--- src/rtl/hazard_ctrl_if.sv ---
// Hazard control bundle: pipeline-side hazard/memory inputs, per-stage
// enable/flush strobes, watchdog error and performance counters.
interface hazard_ctrl_if #(
  parameter int CNT_W = 16
);
  logic             Need_Stall;
  logic             IDex__Branch_Taken;
  logic             EXmem__MemEnable;
  logic             Mem_Ready;
  logic             Cnt_Clr;
  logic             PC_En;
  logic             IFid_En;
  logic             IFid_Flush;
  logic             IDex_En;
  logic             IDex_Flush;
  logic             EXmem_En;
  logic             MEMwb_En;
  logic             MEMwb_Flush;
  logic             Mem_Timeout;
  logic [CNT_W-1:0] Stall_Cnt;
  logic [CNT_W-1:0] Flush_Cnt;
  logic [CNT_W-1:0] Wait_Cnt;

  // hazard controller side
  modport slave (
    input  Need_Stall, IDex__Branch_Taken, EXmem__MemEnable, Mem_Ready, Cnt_Clr,
    output PC_En, IFid_En, IFid_Flush, IDex_En, IDex_Flush, EXmem_En,
           MEMwb_En, MEMwb_Flush, Mem_Timeout, Stall_Cnt, Flush_Cnt, Wait_Cnt
  );

  // pipeline side
  modport master (
    output Need_Stall, IDex__Branch_Taken, EXmem__MemEnable, Mem_Ready, Cnt_Clr,
    input  PC_En, IFid_En, IFid_Flush, IDex_En, IDex_Flush, EXmem_En,
           MEMwb_En, MEMwb_Flush, Mem_Timeout, Stall_Cnt, Flush_Cnt, Wait_Cnt
  );
endinterface

--- src/rtl/hazard_ctrl.sv ---
// Pipeline hazard controller: prioritised freeze/redirect/load-use strobes,
// memory-wait FSM with a timeout watchdog, saturating event counters.
module hazard_ctrl #(
  parameter int TIMEOUT = 64,
  parameter int CNT_W   = 16
) (
  input  logic          clk,
  input  logic          rst,
  hazard_ctrl_if.slave  hz
);
  // timer never needs to exceed TIMEOUT-1
  localparam int TMR_W = (TIMEOUT > 2) ? $clog2(TIMEOUT) : 1;

  typedef enum logic [1:0] {RUN, MWAIT, ERROR} state_t;

  state_t           state_q, state_d;
  logic [TMR_W-1:0] timer_q, timer_d;
  logic [CNT_W-1:0] stall_cnt_q, stall_cnt_d;
  logic [CNT_W-1:0] flush_cnt_q, flush_cnt_d;
  logic [CNT_W-1:0] wait_cnt_q, wait_cnt_d;

  logic mem_wait, freeze, redirect, load_use;

  // classify the cycle; higher-priority events mask lower ones
  always_comb begin
    mem_wait = hz.EXmem__MemEnable && !hz.Mem_Ready;
    freeze   = mem_wait || (state_q == ERROR);
    redirect = !freeze && hz.IDex__Branch_Taken;
    load_use = !freeze && !redirect && hz.Need_Stall;
  end

  // per-stage strobes; reset fills every stage with bubbles, PC held
  always_comb begin
    hz.PC_En       = 1'b1;
    hz.IFid_En     = 1'b1;
    hz.IFid_Flush  = 1'b0;
    hz.IDex_En     = 1'b1;
    hz.IDex_Flush  = 1'b0;
    hz.EXmem_En    = 1'b1;
    hz.MEMwb_En    = 1'b1;
    hz.MEMwb_Flush = 1'b0;
    if (rst) begin
      hz.PC_En       = 1'b0;
      hz.IFid_Flush  = 1'b1;
      hz.IDex_Flush  = 1'b1;
      hz.MEMwb_Flush = 1'b1;
    end else if (freeze) begin
      // WB takes a bubble so the stalled MEM result is not written twice
      hz.PC_En       = 1'b0;
      hz.IFid_En     = 1'b0;
      hz.IDex_En     = 1'b0;
      hz.EXmem_En    = 1'b0;
      hz.MEMwb_Flush = 1'b1;
    end else if (redirect) begin
      hz.IFid_Flush  = 1'b1;
      hz.IDex_Flush  = 1'b1;
    end else if (load_use) begin
      hz.PC_En       = 1'b0;
      hz.IFid_En     = 1'b0;
      hz.IDex_Flush  = 1'b1;
    end
  end

  // memory-wait FSM and watchdog timer next state
  always_comb begin
    state_d = state_q;
    timer_d = timer_q;
    unique case (state_q)
      RUN: begin
        if (mem_wait) begin
          state_d = MWAIT;
          timer_d = TMR_W'(1);
        end
      end
      MWAIT: begin
        if (!mem_wait) begin
          state_d = RUN;
          timer_d = '0;
        end else if (timer_q == TMR_W'(TIMEOUT - 1)) begin
          state_d = ERROR;
        end else begin
          timer_d = timer_q + TMR_W'(1);
        end
      end
      ERROR:   state_d = ERROR;
      default: state_d = RUN;
    endcase
  end

  // saturating counters; clear wins over increment
  always_comb begin
    stall_cnt_d = stall_cnt_q;
    flush_cnt_d = flush_cnt_q;
    wait_cnt_d  = wait_cnt_q;
    if (hz.Cnt_Clr) begin
      stall_cnt_d = '0;
      flush_cnt_d = '0;
      wait_cnt_d  = '0;
    end else begin
      if (load_use && stall_cnt_q != '1) stall_cnt_d = stall_cnt_q + CNT_W'(1);
      if (redirect && flush_cnt_q != '1) flush_cnt_d = flush_cnt_q + CNT_W'(1);
      if (freeze   && wait_cnt_q  != '1) wait_cnt_d  = wait_cnt_q  + CNT_W'(1);
    end
  end

  // state registers with synchronous reset
  always_ff @(posedge clk) begin
    if (rst) begin
      state_q     <= RUN;
      timer_q     <= '0;
      stall_cnt_q <= '0;
      flush_cnt_q <= '0;
      wait_cnt_q  <= '0;
    end else begin
      state_q     <= state_d;
      timer_q     <= timer_d;
      stall_cnt_q <= stall_cnt_d;
      flush_cnt_q <= flush_cnt_d;
      wait_cnt_q  <= wait_cnt_d;
    end
  end

  // sticky error is simply "FSM parked in ERROR"
  always_comb begin
    hz.Mem_Timeout = (state_q == ERROR);
    hz.Stall_Cnt   = stall_cnt_q;
    hz.Flush_Cnt   = flush_cnt_q;
    hz.Wait_Cnt    = wait_cnt_q;
  end
endmodule
--- src/flat_wrapper.sv ---
// flat-port wrapper written by rule: the top's interface ports become plain ports
module hazard_ctrl_flat 
#(
  parameter int TIMEOUT = 64,
  parameter int CNT_W   = 16
)
  (clk, rst, hz_Need_Stall, hz_IDex__Branch_Taken, hz_EXmem__MemEnable, hz_Mem_Ready, hz_Cnt_Clr, hz_PC_En, hz_IFid_En, hz_IFid_Flush, hz_IDex_En, hz_IDex_Flush, hz_EXmem_En, hz_MEMwb_En, hz_MEMwb_Flush, hz_Mem_Timeout, hz_Stall_Cnt, hz_Flush_Cnt, hz_Wait_Cnt);
  hazard_ctrl_if #(.CNT_W(CNT_W)) hz_i ();
  input  logic clk;
  input  logic rst;
  input wire logic [$bits(hz_i.Need_Stall)-1:0] hz_Need_Stall;
  input wire logic [$bits(hz_i.IDex__Branch_Taken)-1:0] hz_IDex__Branch_Taken;
  input wire logic [$bits(hz_i.EXmem__MemEnable)-1:0] hz_EXmem__MemEnable;
  input wire logic [$bits(hz_i.Mem_Ready)-1:0] hz_Mem_Ready;
  input wire logic [$bits(hz_i.Cnt_Clr)-1:0] hz_Cnt_Clr;
  output wire logic [$bits(hz_i.PC_En)-1:0] hz_PC_En;
  output wire logic [$bits(hz_i.IFid_En)-1:0] hz_IFid_En;
  output wire logic [$bits(hz_i.IFid_Flush)-1:0] hz_IFid_Flush;
  output wire logic [$bits(hz_i.IDex_En)-1:0] hz_IDex_En;
  output wire logic [$bits(hz_i.IDex_Flush)-1:0] hz_IDex_Flush;
  output wire logic [$bits(hz_i.EXmem_En)-1:0] hz_EXmem_En;
  output wire logic [$bits(hz_i.MEMwb_En)-1:0] hz_MEMwb_En;
  output wire logic [$bits(hz_i.MEMwb_Flush)-1:0] hz_MEMwb_Flush;
  output wire logic [$bits(hz_i.Mem_Timeout)-1:0] hz_Mem_Timeout;
  output wire logic [$bits(hz_i.Stall_Cnt)-1:0] hz_Stall_Cnt;
  output wire logic [$bits(hz_i.Flush_Cnt)-1:0] hz_Flush_Cnt;
  output wire logic [$bits(hz_i.Wait_Cnt)-1:0] hz_Wait_Cnt;
  assign hz_i.Need_Stall = hz_Need_Stall;
  assign hz_i.IDex__Branch_Taken = hz_IDex__Branch_Taken;
  assign hz_i.EXmem__MemEnable = hz_EXmem__MemEnable;
  assign hz_i.Mem_Ready = hz_Mem_Ready;
  assign hz_i.Cnt_Clr = hz_Cnt_Clr;
  assign hz_PC_En = hz_i.PC_En;
  assign hz_IFid_En = hz_i.IFid_En;
  assign hz_IFid_Flush = hz_i.IFid_Flush;
  assign hz_IDex_En = hz_i.IDex_En;
  assign hz_IDex_Flush = hz_i.IDex_Flush;
  assign hz_EXmem_En = hz_i.EXmem_En;
  assign hz_MEMwb_En = hz_i.MEMwb_En;
  assign hz_MEMwb_Flush = hz_i.MEMwb_Flush;
  assign hz_Mem_Timeout = hz_i.Mem_Timeout;
  assign hz_Stall_Cnt = hz_i.Stall_Cnt;
  assign hz_Flush_Cnt = hz_i.Flush_Cnt;
  assign hz_Wait_Cnt = hz_i.Wait_Cnt;
  hazard_ctrl #(.TIMEOUT(TIMEOUT), .CNT_W(CNT_W)) u_core (.clk(clk), .rst(rst), .hz(hz_i));
endmodule
--- config.mk ---
export PLATFORM = sky130hd
export DESIGN_NAME = hazard_ctrl_flat
export DESIGN_NICKNAME = d
export VERILOG_FILES = /design/src/rtl/hazard_ctrl_if.sv /design/src/rtl/hazard_ctrl.sv /design/src/flat_wrapper.sv
export SDC_FILE = /design/constraint.sdc
export NUM_CORES = 1
export LEC_CHECK = 0
export BUFFER_PORTS_ARGS = -buffer_cell sky130_fd_sc_hd__buf_2
export CORE_MARGIN = 2
export CORE_UTILIZATION = 50
export DETAILED_ROUTE_END_ITERATION = 10
export GPL_TIMING_DRIVEN = 0
export PLACE_DENSITY_LB_ADDON = 0.1
export SLEW_MARGIN = 25
export SYNTH_ARGS = -nofsm -noshare
export SYNTH_HDL_FRONTEND = slang
export SYNTH_SLANG_ARGS = --single-unit
--- constraint.sdc ---
create_clock -name clk -period 1.8 [get_ports clk]
set_input_delay 0.18 -clock clk [delete_from_list [all_inputs] [get_ports clk]]
set_output_delay 0.18 -clock clk [all_outputs]
set_load 0.02 [all_outputs]
# [Word-level counts from Yosys, hierarchy flattened]
# Cells that the tools add are included.
[classes] n_mul=0 bitwise_logic=0 reduce_logical=16 n_lt_le_gt_ge=0 shifts=0 div=0 mux=24 addsub=4 eq_ne=9
[ops] op="$add A16 B1 Y16 const B" n=3
[ops] op="$ne A16 B16 Y1 const B" n=3
[ops] op="$mux W6" n=3
[ops] op="$mux W1" n=16
[ops] op="$pmux W6 S2" n=1
[ops] op="$logic_and A1 B1 Y1" n=7
[ops] op="$add A6 B1 Y6 const B" n=1
[ops] op="$eq A6 B6 Y1 const B" n=1
[ops] op="$mux W2" n=3
[ops] op="$ne A3 B3 Y1 const B" n=2
[ops] op="$pmux W2 S3" n=1
[ops] op="$logic_not A1 Y1" n=3
[ops] op="$reduce_and A3 Y1" n=1
[ops] op="$eq A2 B1 Y1 const B" n=1
[ops] op="$eq A2 B2 Y1 const B" n=1
[ops] op="$logic_not A2 Y1" n=1
[ops] op="$ne A2 B1 Y1 const B" n=1
[ops] op="$reduce_and A2 Y1" n=1
[ops] op="$reduce_bool A2 Y1" n=1
[ops] op="$reduce_or A2 Y1" n=1
[ops] op="$logic_or A1 B1 Y1" n=1
[word_totals] n_memories=0 in_bits=7 rom_bits=0 ramBits=0 wordCells=58 latch_bits=0 register_bits=56 output_inout_bits=57

# [Depth between registers and ports, before layout]
# Gate-level depths: netlist of run 1.
[logic_depth] ltp_word=12 depth_mapped=9 depth_no_buf=5

# [Least setup slack after synthesis of run 1]
# Ideal clock, no wire load.
[synth_timing] path_kind="flip-flop to flip-flop" start="register u_core.stall_cnt_q[0], in the netlist u_core.hz.Stall_Cnt[0]" end="register u_core.stall_cnt_q[3], in the netlist u_core.hz.Stall_Cnt[3]" path_stages_with_launch=6 path_slack_ns=-0.249 arrival_ns=1.935 synth_period_minus_slack_ns=2.049 cell_sequence="dfxtp_1 ha_1 nand4_1 nor4_1 nor4_1 o21a_1"
[synth_via] elab_chain_cells=2 word_cells_on_any_way=3
[synth_rtl] item="start, declared" line_no="hazard_ctrl.sv:18" rtl="logic [CNT_W-1:0] stall_cnt_q, stall_cnt_d;"
[synth_rtl] item="start signal, assigned" line_no="hazard_ctrl.sv:117" rtl="stall_cnt_q <= stall_cnt_d;"
[synth_rtl] item="parallel branches: the longest is 2 deep, another holds $add A16 B1 Y16"
# Parallel ways; which one is timed is not known.
# A chain may end at the register's enable or synchronous reset.

# [Final worst setup path of run 1]
[layout_timing] start="register u_core.state_q[0]" end="output hz_IFid_En"
[layout_via] elab_chain_cells=11
[layout_rtl] item="start, declared" line_no="hazard_ctrl.sv:16" rtl="state_t state_q, state_d;"
[layout_rtl] item="start signal, assigned" line_no="hazard_ctrl.sv:115" rtl="state_q <= state_d;"
[layout_rtl] item="$eq A2 B2 Y1 *" line_no="hazard_ctrl.sv:27" rtl="freeze = mem_wait || (state_q == ERROR);"
[layout_rtl] item="$logic_or A1 B1 Y1 *" line_no="hazard_ctrl.sv:27"
[layout_rtl] item="$logic_not A1 Y1" line_no="hazard_ctrl.sv:28, hazard_ctrl.sv:29"
[layout_rtl] item="$logic_and A1 B1 Y1" line_no="hazard_ctrl.sv:28" rtl="redirect = !freeze && hz.IDex__Branch_Taken;"
[layout_rtl] item="$logic_not A1 Y1" line_no="hazard_ctrl.sv:29" rtl="load_use = !freeze && !redirect && hz.Need_Stall;"
[layout_rtl] item="$logic_and A1 B1 Y1 (2 in series)" line_no="hazard_ctrl.sv:29"
[layout_rtl] item="$mux W1" line_no="hazard_ctrl.sv:57" rtl="end else if (load_use) begin"
[layout_rtl] item="$mux W1" line_no="hazard_ctrl.sv:54" rtl="end else if (redirect) begin"
[layout_rtl] item="$mux W1 *" line_no="hazard_ctrl.sv:47" rtl="end else if (freeze) begin"
[layout_rtl] item="$mux W1 *" line_no="hazard_ctrl.sv:42" rtl="if (rst) begin"
[layout_rtl] item="end, declared" line_no="flat_wrapper.sv:17" rtl="output wire logic [$bits(hz_i.IFid_En)-1:0] hz_IFid_En;"
# Mark *: on every way between the ends. The rest lies on a longest branch, timed or not.

==> flow_metrics.env, run 1 <==
export IMPL_min_from="hz_IDex__Branch_Taken"
export IMPL_die_area_um2=7010
export IMPL_ys_types=51
export IMPL_place_inst=524
export IMPL_relSlewSlack=0.555
export IMPL_synth_most_common_cell="dfxtp_1"
export IMPL_multi_input_area_um2=2120
export IMPL_cp_startpoint="u_core.state_q[0]"
export IMPL_first_global_vias=3052
export IMPL_cpMaxStageDelayCell="dfxtp_2"
export IMPL_critPathLaunchType="flip-flop"
export IMPL_start_util=0.510
export IMPL_grt_overflow_total=0
export IMPL_fin_crit_ns=1.87
export IMPL_first_iter_violations=170
export IMPL_syn_area_per_cell_um2=8.26
export IMPL_syn_nets=396
export IMPL_hold_viol=0
export IMPL_portBuffers=62
export IMPL_async_reset_ff_frac=0
export IMPL_syn_to_final_growth_pct=24.9
export IMPL_cp_cell_sequence="nand2b_4 -> inv_8 -> or3_4 -> buf_6 -> a21o_1 -> buf_6"
export IMPL_drt_first_pass_iters=4
export IMPL_routed_via_density=6.32
export IMPL_clk_pin_slew_ns=0.10
export IMPL_worstPathRequired_ns=1.62
export IMPL_fin_cells=538
export IMPL_setup_viol=2
export IMPL_die_width_um=83.8
export IMPL_status="finished, violations left"
export IMPL_antenna_found_initial=0
export IMPL_reg2reg_depth=4
export IMPL_cellPowerDensity_nw_per_um2=547
export IMPL_clk_latency_ns=0.32
export IMPL_drv_slew=0
export IMPL_synth_edf_count=0
export IMPL_path_max_fanout=7
export IMPL_r2r_start="u_core.hz.Wait_Cnt[2]"
export IMPL_grt_max_degree=16
export IMPL_hold_path_class="in2reg"
export IMPL_fillCellCount=560
export IMPL_arrival_ns=1.69
export IMPL_drc_errors=0
export IMPL_detailed_place_hpwl_mm=6.14
export IMPL_fin_ws_ns=-0.0672
export IMPL_ir_drop_v=0.000344
export IMPL_synth_area_leaders="dfxtp_1 35%, a21oi_1 5.2%, or3_1 4.9%"
export IMPL_routedWlPerCell_um=16.8
export IMPL_drive_gt1_frac=0.302
export IMPL_cts_sinks=56
export IMPL_max_stage_delay_ns=0.37
export IMPL_cts_made_buffers=5
export IMPL_yosys_top_cells_count="56 x dfxtp_1, 33 x a21oi_1, 32 x nand2_1, 25 x or3_1, 24 x nand3_1"
export IMPL_final_core_util=0.637
export IMPL_rows=29
export IMPL_cts_tree="built"
export IMPL_violations="setup timing"
export IMPL_endpoint_kind="output pin"
export IMPL_synthFlopType="dfxtp_1"
export IMPL_final_nets=471
export IMPL_post_synth_top_area_fraction=0.352
export IMPL_grt_pass1_wl_mm=14.5
export IMPL_leakage_nw=1.39
export IMPL_ctsHoldBuffers=0
export IMPL_max_freq_mhz=536
export IMPL_crit_path_frequent_cell="buf_6"
export IMPL_ff2ff_setup_slack_ns=-0.03
export IMPL_rsz0062_at_grt="yes"
export IMPL_skew_ns=0.00864
export IMPL_wirelength_mm=9.04
export IMPL_grt_util_all_layers=0.246
export IMPL_place_congestion=0.867
export IMPL_min_period_over_period=1.04
export IMPL_critPathKind="reg2out"
export IMPL_worst_pin_slew_ns=0.667
export IMPL_synth_seq_cells=56
export IMPL_n_antenna_cell=0
export IMPL_vias=3398
export IMPL_syn_cell_area_um2=3180
export IMPL_die_h_um=83.8
export IMPL_synthCells=385
export IMPL_antenna_left=0
export IMPL_cts_root_buf="clkbuf_8"
export IMPL_clk_path_buf_depth=2
export IMPL_io_pins=64
export IMPL_ys_seq_area_frac=0.352
export IMPL_ys_warn_count=0
export IMPL_max_cap_viol_count=0
export IMPL_cp_endpoint="hz_IFid_En"
export IMPL_synth_top_area_cell="dfxtp_1"
export IMPL_regArea_um2=1150
export IMPL_htreeDepth=2
export IMPL_core_area_um2=6240
export IMPL_r2r_end="u_core.hz.Wait_Cnt[14]"
## worst max-delay path: cells and delay by family (launching register included)
family / cells / cell delay [ns]
flip-flops: 1 / 0.37
AO/OA/AOI/OAI: 1 / 0.18
AND/OR/NAND/NOR: 2 / 0.51
buffers and inverters: 3 / 0.30
## flip-flops by register name, indices dropped and copies added (netlist names)
name                 count
u_core.timer_q           6
u_core.hz.Stall_Cnt     16
u_core.hz.Wait_Cnt      16
u_core.state_q           2
u_core.hz.Flush_Cnt     16
## report_power, final
part	switching [mW]	internal (mW)	total, mW
registers	0.00814	1.24	1.25
logic	0.125	0.0638	0.188
clock network	0.418	0.316	0.734
total	0.551	1.62	2.17
## final cells by class
cell class,instances,share of cell area
clock buffer,8,0.0227
buffer,15,0.0195
tap,77,0.0242
multi-input combinational,302,0.535
timing repair buffer,73,0.101
sequential,56,0.289
inverter,7,0.00850
## routing by layer
metal,share of wire,global-route usage,wire (um)
met3,0.043,0.0396,385
met4,0.013,0.0792,116
met5,0,0,0
met2,0.47,0.407,4240
met1,0.47,0.327,4290
## layout by cell type, fill, tap and decap left out, drive strengths merged, types with 4 or more instances in the layout
master and n:
a21oi 33, a31oi 4, and2 5, and3 7
and4 9, buf 77, clkbuf 19, dfxtp 56
ha 4, inv 7, mux2i 11, nand2 32
nand2b 7, nand3 24, nand4 16, nor2 11
nor3 8, nor4 12, o211ai 4, o21ai 15
o311ai 5, o31ai 16, o41ai 6, or3 26
or4 19
## worst min-delay path by stage
stage	end	cells after the start
final	u_core.hz.Flush_Cnt[1]	3
after global routing	u_core.hz.Flush_Cnt[1]	3
after CTS	u_core.hz.Flush_Cnt[1]	3
after detailed placement	u_core.timer_q[5]	2
after global placement	u_core.timer_q[5]	2
after floorplan	u_core.hz.Flush_Cnt[1]	2
## kinds of logic after synthesis
logic type,count (synthesis),synth area share
and+or+nand+nor,185,0.340
AOI/OAI and AO/OA,100,0.207
DFF,56,0.352
buffers and inverters,27,0.0460
muxes,11,0.0346
adders and majority gates,4,0.0157
other,1,0.00118
xor gates and xnor gates,1,0.00275
## stage by stage
| stage | TNS (ns) | instance area (um^2) | setup slack, ns | power, mW | hold WS (ns) |
|---|---|---|---|---|---|
| finish | -0.0952 | 3970 | -0.0672 | 2.17 | 0.203 |
| global route | -0.815 | 3970 | -0.112 | 2.25 | 0.210 |
| CTS | -0.236 | 3810 | -0.172 | 2.18 | 0.198 |
| detailed placement | -2.39 | 3620 | -0.196 | 1.45 | 0.478 |
| global placement | -1.60 | 3620 | -0.173 | 1.45 | 0.463 |
| floorplan | -0.0302 | 3210 | -0.0302 | 1.39 | 0.344 |
## repair_timing
item,in CTS,in global routing
endpoints found under the setup margin,37,43
gates resized for setup,20,46
buffers inserted,6,5
pin swaps,6,4
No activity file was read; power rests on OpenSTA's default activity.
==> run 2: changes to the inputs <==
--- a/config.mk
+++ b/config.mk
@@ -7,7 +7,8 @@
 export LEC_CHECK = 0
 export BUFFER_PORTS_ARGS = -buffer_cell sky130_fd_sc_hd__buf_2
 export CORE_MARGIN = 2
-export CORE_UTILIZATION = 50
+export CORE_UTILIZATION = 52
+export CTS_BUF_LIST = sky130_fd_sc_hd__clkbuf_8
 export DETAILED_ROUTE_END_ITERATION = 10
 export GPL_TIMING_DRIVEN = 0
 export PLACE_DENSITY_LB_ADDON = 0.1
==> flow_metrics.env, run 2 (same netlist as run 1, synthesis figures left out) <==
export IMPL_cts_root_buf="clkbuf_8"
export IMPL_placed_cell_area_um2=3620
export IMPL_grt_util_all_layers=0.270
export IMPL_wirelength_mm=9.46
export IMPL_rsz0062_at_grt="yes"
export IMPL_max_stage_delay_ns=0.37
export IMPL_critPathKind="reg2out"
export IMPL_hold_path_class="in2reg"
export IMPL_critPathLaunchType="flip-flop"
export IMPL_critPathBufInv=3
export IMPL_die_area_um2=6760
export IMPL_fin_cells=544
export IMPL_fin_crit_ns=1.87
export IMPL_antenna_found_initial=0
export IMPL_setup_viol=1
export IMPL_reg2reg_depth=6
export IMPL_drt_first_pass_iters=5
export IMPL_hold_depth=3
export IMPL_die_h_um=82.2
export IMPL_cp_cell_sequence="nand2b_4 -> inv_8 -> or3_4 -> buf_6 -> a21o_1 -> buf_6"
export IMPL_path_delay_family="simple AND/OR/NAND/NOR gates"
export IMPL_relSlewSlack=0.579
export IMPL_cts_made_buffers=5
export IMPL_n_antenna_cell=0
export IMPL_hold_ws_ns=0.209
export IMPL_worst_pin_slew_ns=0.631
export IMPL_fillCellCount=476
export IMPL_detailed_place_hpwl_mm=6.24
export IMPL_place_congestion=0.888
export IMPL_leakage_nw=1.46
export IMPL_holdPathEnd="u_core.hz.Flush_Cnt[1]"
export IMPL_r2r_end="u_core.timer_q[3]"
export IMPL_min_period_over_period=1.04
export IMPL_htreeDepth=2
export IMPL_crit_path_frequent_cell="buf_6"
export IMPL_fin_area_um2=4120
export IMPL_min_from="hz_IDex__Branch_Taken"
export IMPL_die_width_um=82.2
export IMPL_cts_sinks=56
export IMPL_io_pins=64
export IMPL_routed_via_density=6.40
export IMPL_violations="setup timing"
export IMPL_max_freq_mhz=536
export IMPL_drv_slew=0
export IMPL_start_util=0.537
export IMPL_vias=3479
export IMPL_routedWlPerCell_um=17.4
export IMPL_r2r_start="u_core.timer_q[0]"
export IMPL_cts_tree="built"
export IMPL_first_global_vias=3009
export IMPL_ff2ff_setup_slack_ns=0.02
export IMPL_first_iter_violations=216
export IMPL_cpMaxStageDelayCell="dfxtp_2"
export IMPL_arrival_ns=1.69
export IMPL_grt_overflow_total=0
export IMPL_grt_max_degree=18
export IMPL_status="finished, violations left"
export IMPL_clk_path_buf_depth=2
export IMPL_drive_gt1_frac=0.333
export IMPL_grt_pass1_wl_mm=14.2
export IMPL_ir_drop_v=0.000355
export IMPL_skew_ns=0.0138
export IMPL_hold_viol=0
export IMPL_power_mw=2.22
export IMPL_max_cap_viol_count=0
export IMPL_syn_to_final_growth_pct=29.6
export IMPL_clk_pin_slew_ns=0.11
export IMPL_antenna_left=0
export IMPL_fin_ws_ns=-0.0667
export IMPL_portBuffers=62
export IMPL_final_cell_mix="58 x buf_2, 37 x dfxtp_1, 32 x nand2_1"
export IMPL_layout_commonest_cell="buf_2"
export IMPL_rows=28
export IMPL_path_max_fanout=2
export IMPL_drc_errors=0
export IMPL_worstPathRequired_ns=1.62
export IMPL_place_inst=522
export IMPL_endpoint_kind="output pin"
export IMPL_final_nets=479
export IMPL_clk_latency_ns=0.33
export IMPL_cellPowerDensity_nw_per_um2=539
export IMPL_core_area_um2=5920
[run 2: how the worst max path moves through the flow]
stage	start	endpoint	slack, ns	depth (start not counted)
2_1_floorplan	u_core.hz.Stall_Cnt[2]	u_core.hz.Stall_Cnt[15]	-0.03	4
3_3_place_gp	hz_EXmem__MemEnable	u_core.hz.Wait_Cnt[6]	-0.20	6
3_5_place_dp	hz_EXmem__MemEnable	u_core.hz.Stall_Cnt[12]	-0.17	6
4_1_cts	u_core.state_q[0]	hz_IFid_En	-0.22	8
5_1_grt	u_core.state_q[0]	hz_IFid_En	-0.10	6
6_report	u_core.state_q[0]	hz_IFid_En	-0.07	6
[run 2: layout make-up]
class | instances | area (um^2) | area share
Inverter | 7 | 33.8 | 0.00820
Sequential cell | 56 | 1150 | 0.279
Timing Repair Buffer | 81 | 489 | 0.119
Multi-Input combinational cell | 302 | 2170 | 0.527
Tap cell | 75 | 93.8 | 0.0228
Buffer | 15 | 83.8 | 0.0203
Clock inverter | 2 | 15.0 | 0.00364
Clock buffer | 6 | 82.6 | 0.0200
[run 2: metal layers]
metal,share of wire,vias up,GRT usage,wire length [um]
met4,0.0081,0,0.0650,77
li1,-,1676,-,-
met2,0.49,136,0.456,4650
met5,0,-,0,0
met3,0.060,9,0.0435,564
met1,0.44,1658,0.358,4160
[run 2: report_power, final]
part	total, mW	leakage, nW	switching [mW]	internal, mW
Combinational	0.209	0.953	0.130	0.0788
Sequential	1.25	0.461	0.00755	1.24
Clock	0.762	0.0434	0.449	0.313
[run 2: worst reg2reg max path: cells and delay by family, from the launching register on]
family / cells / cell delay (ns)
compound gates: 2 / 0.54
fa+ha+maj: 1 / 0.16
buf+inv: 1 / 0.16
flops: 1 / 0.37
simple gates: 2 / 0.48
[run 2: per-stage QoR]
stage | utilization | setup WS (ns) | TNS, ns
floorplan | - | -0.0302 | -0.0302
global placement | 0.611 | -0.198 | -1.57
detailed placement | 0.611 | -0.169 | -3.00
CTS | 0.668 | -0.216 | -1.05
global route | 0.696 | -0.104 | -0.384
finish | 0.696 | -0.0667 | -0.0667
[run 2: timing repair]
| item | CTS | global route |
|---|---|---|
| hold buffers | 0 | 0 |
| gates resized for setup | 34 | 50 |
| gates cloned | 0 | 1 |
| pin swaps | 6 | 16 |
| setup buffers | 12 | 7 |
| setup endpoints to repair | 40 | 50 |
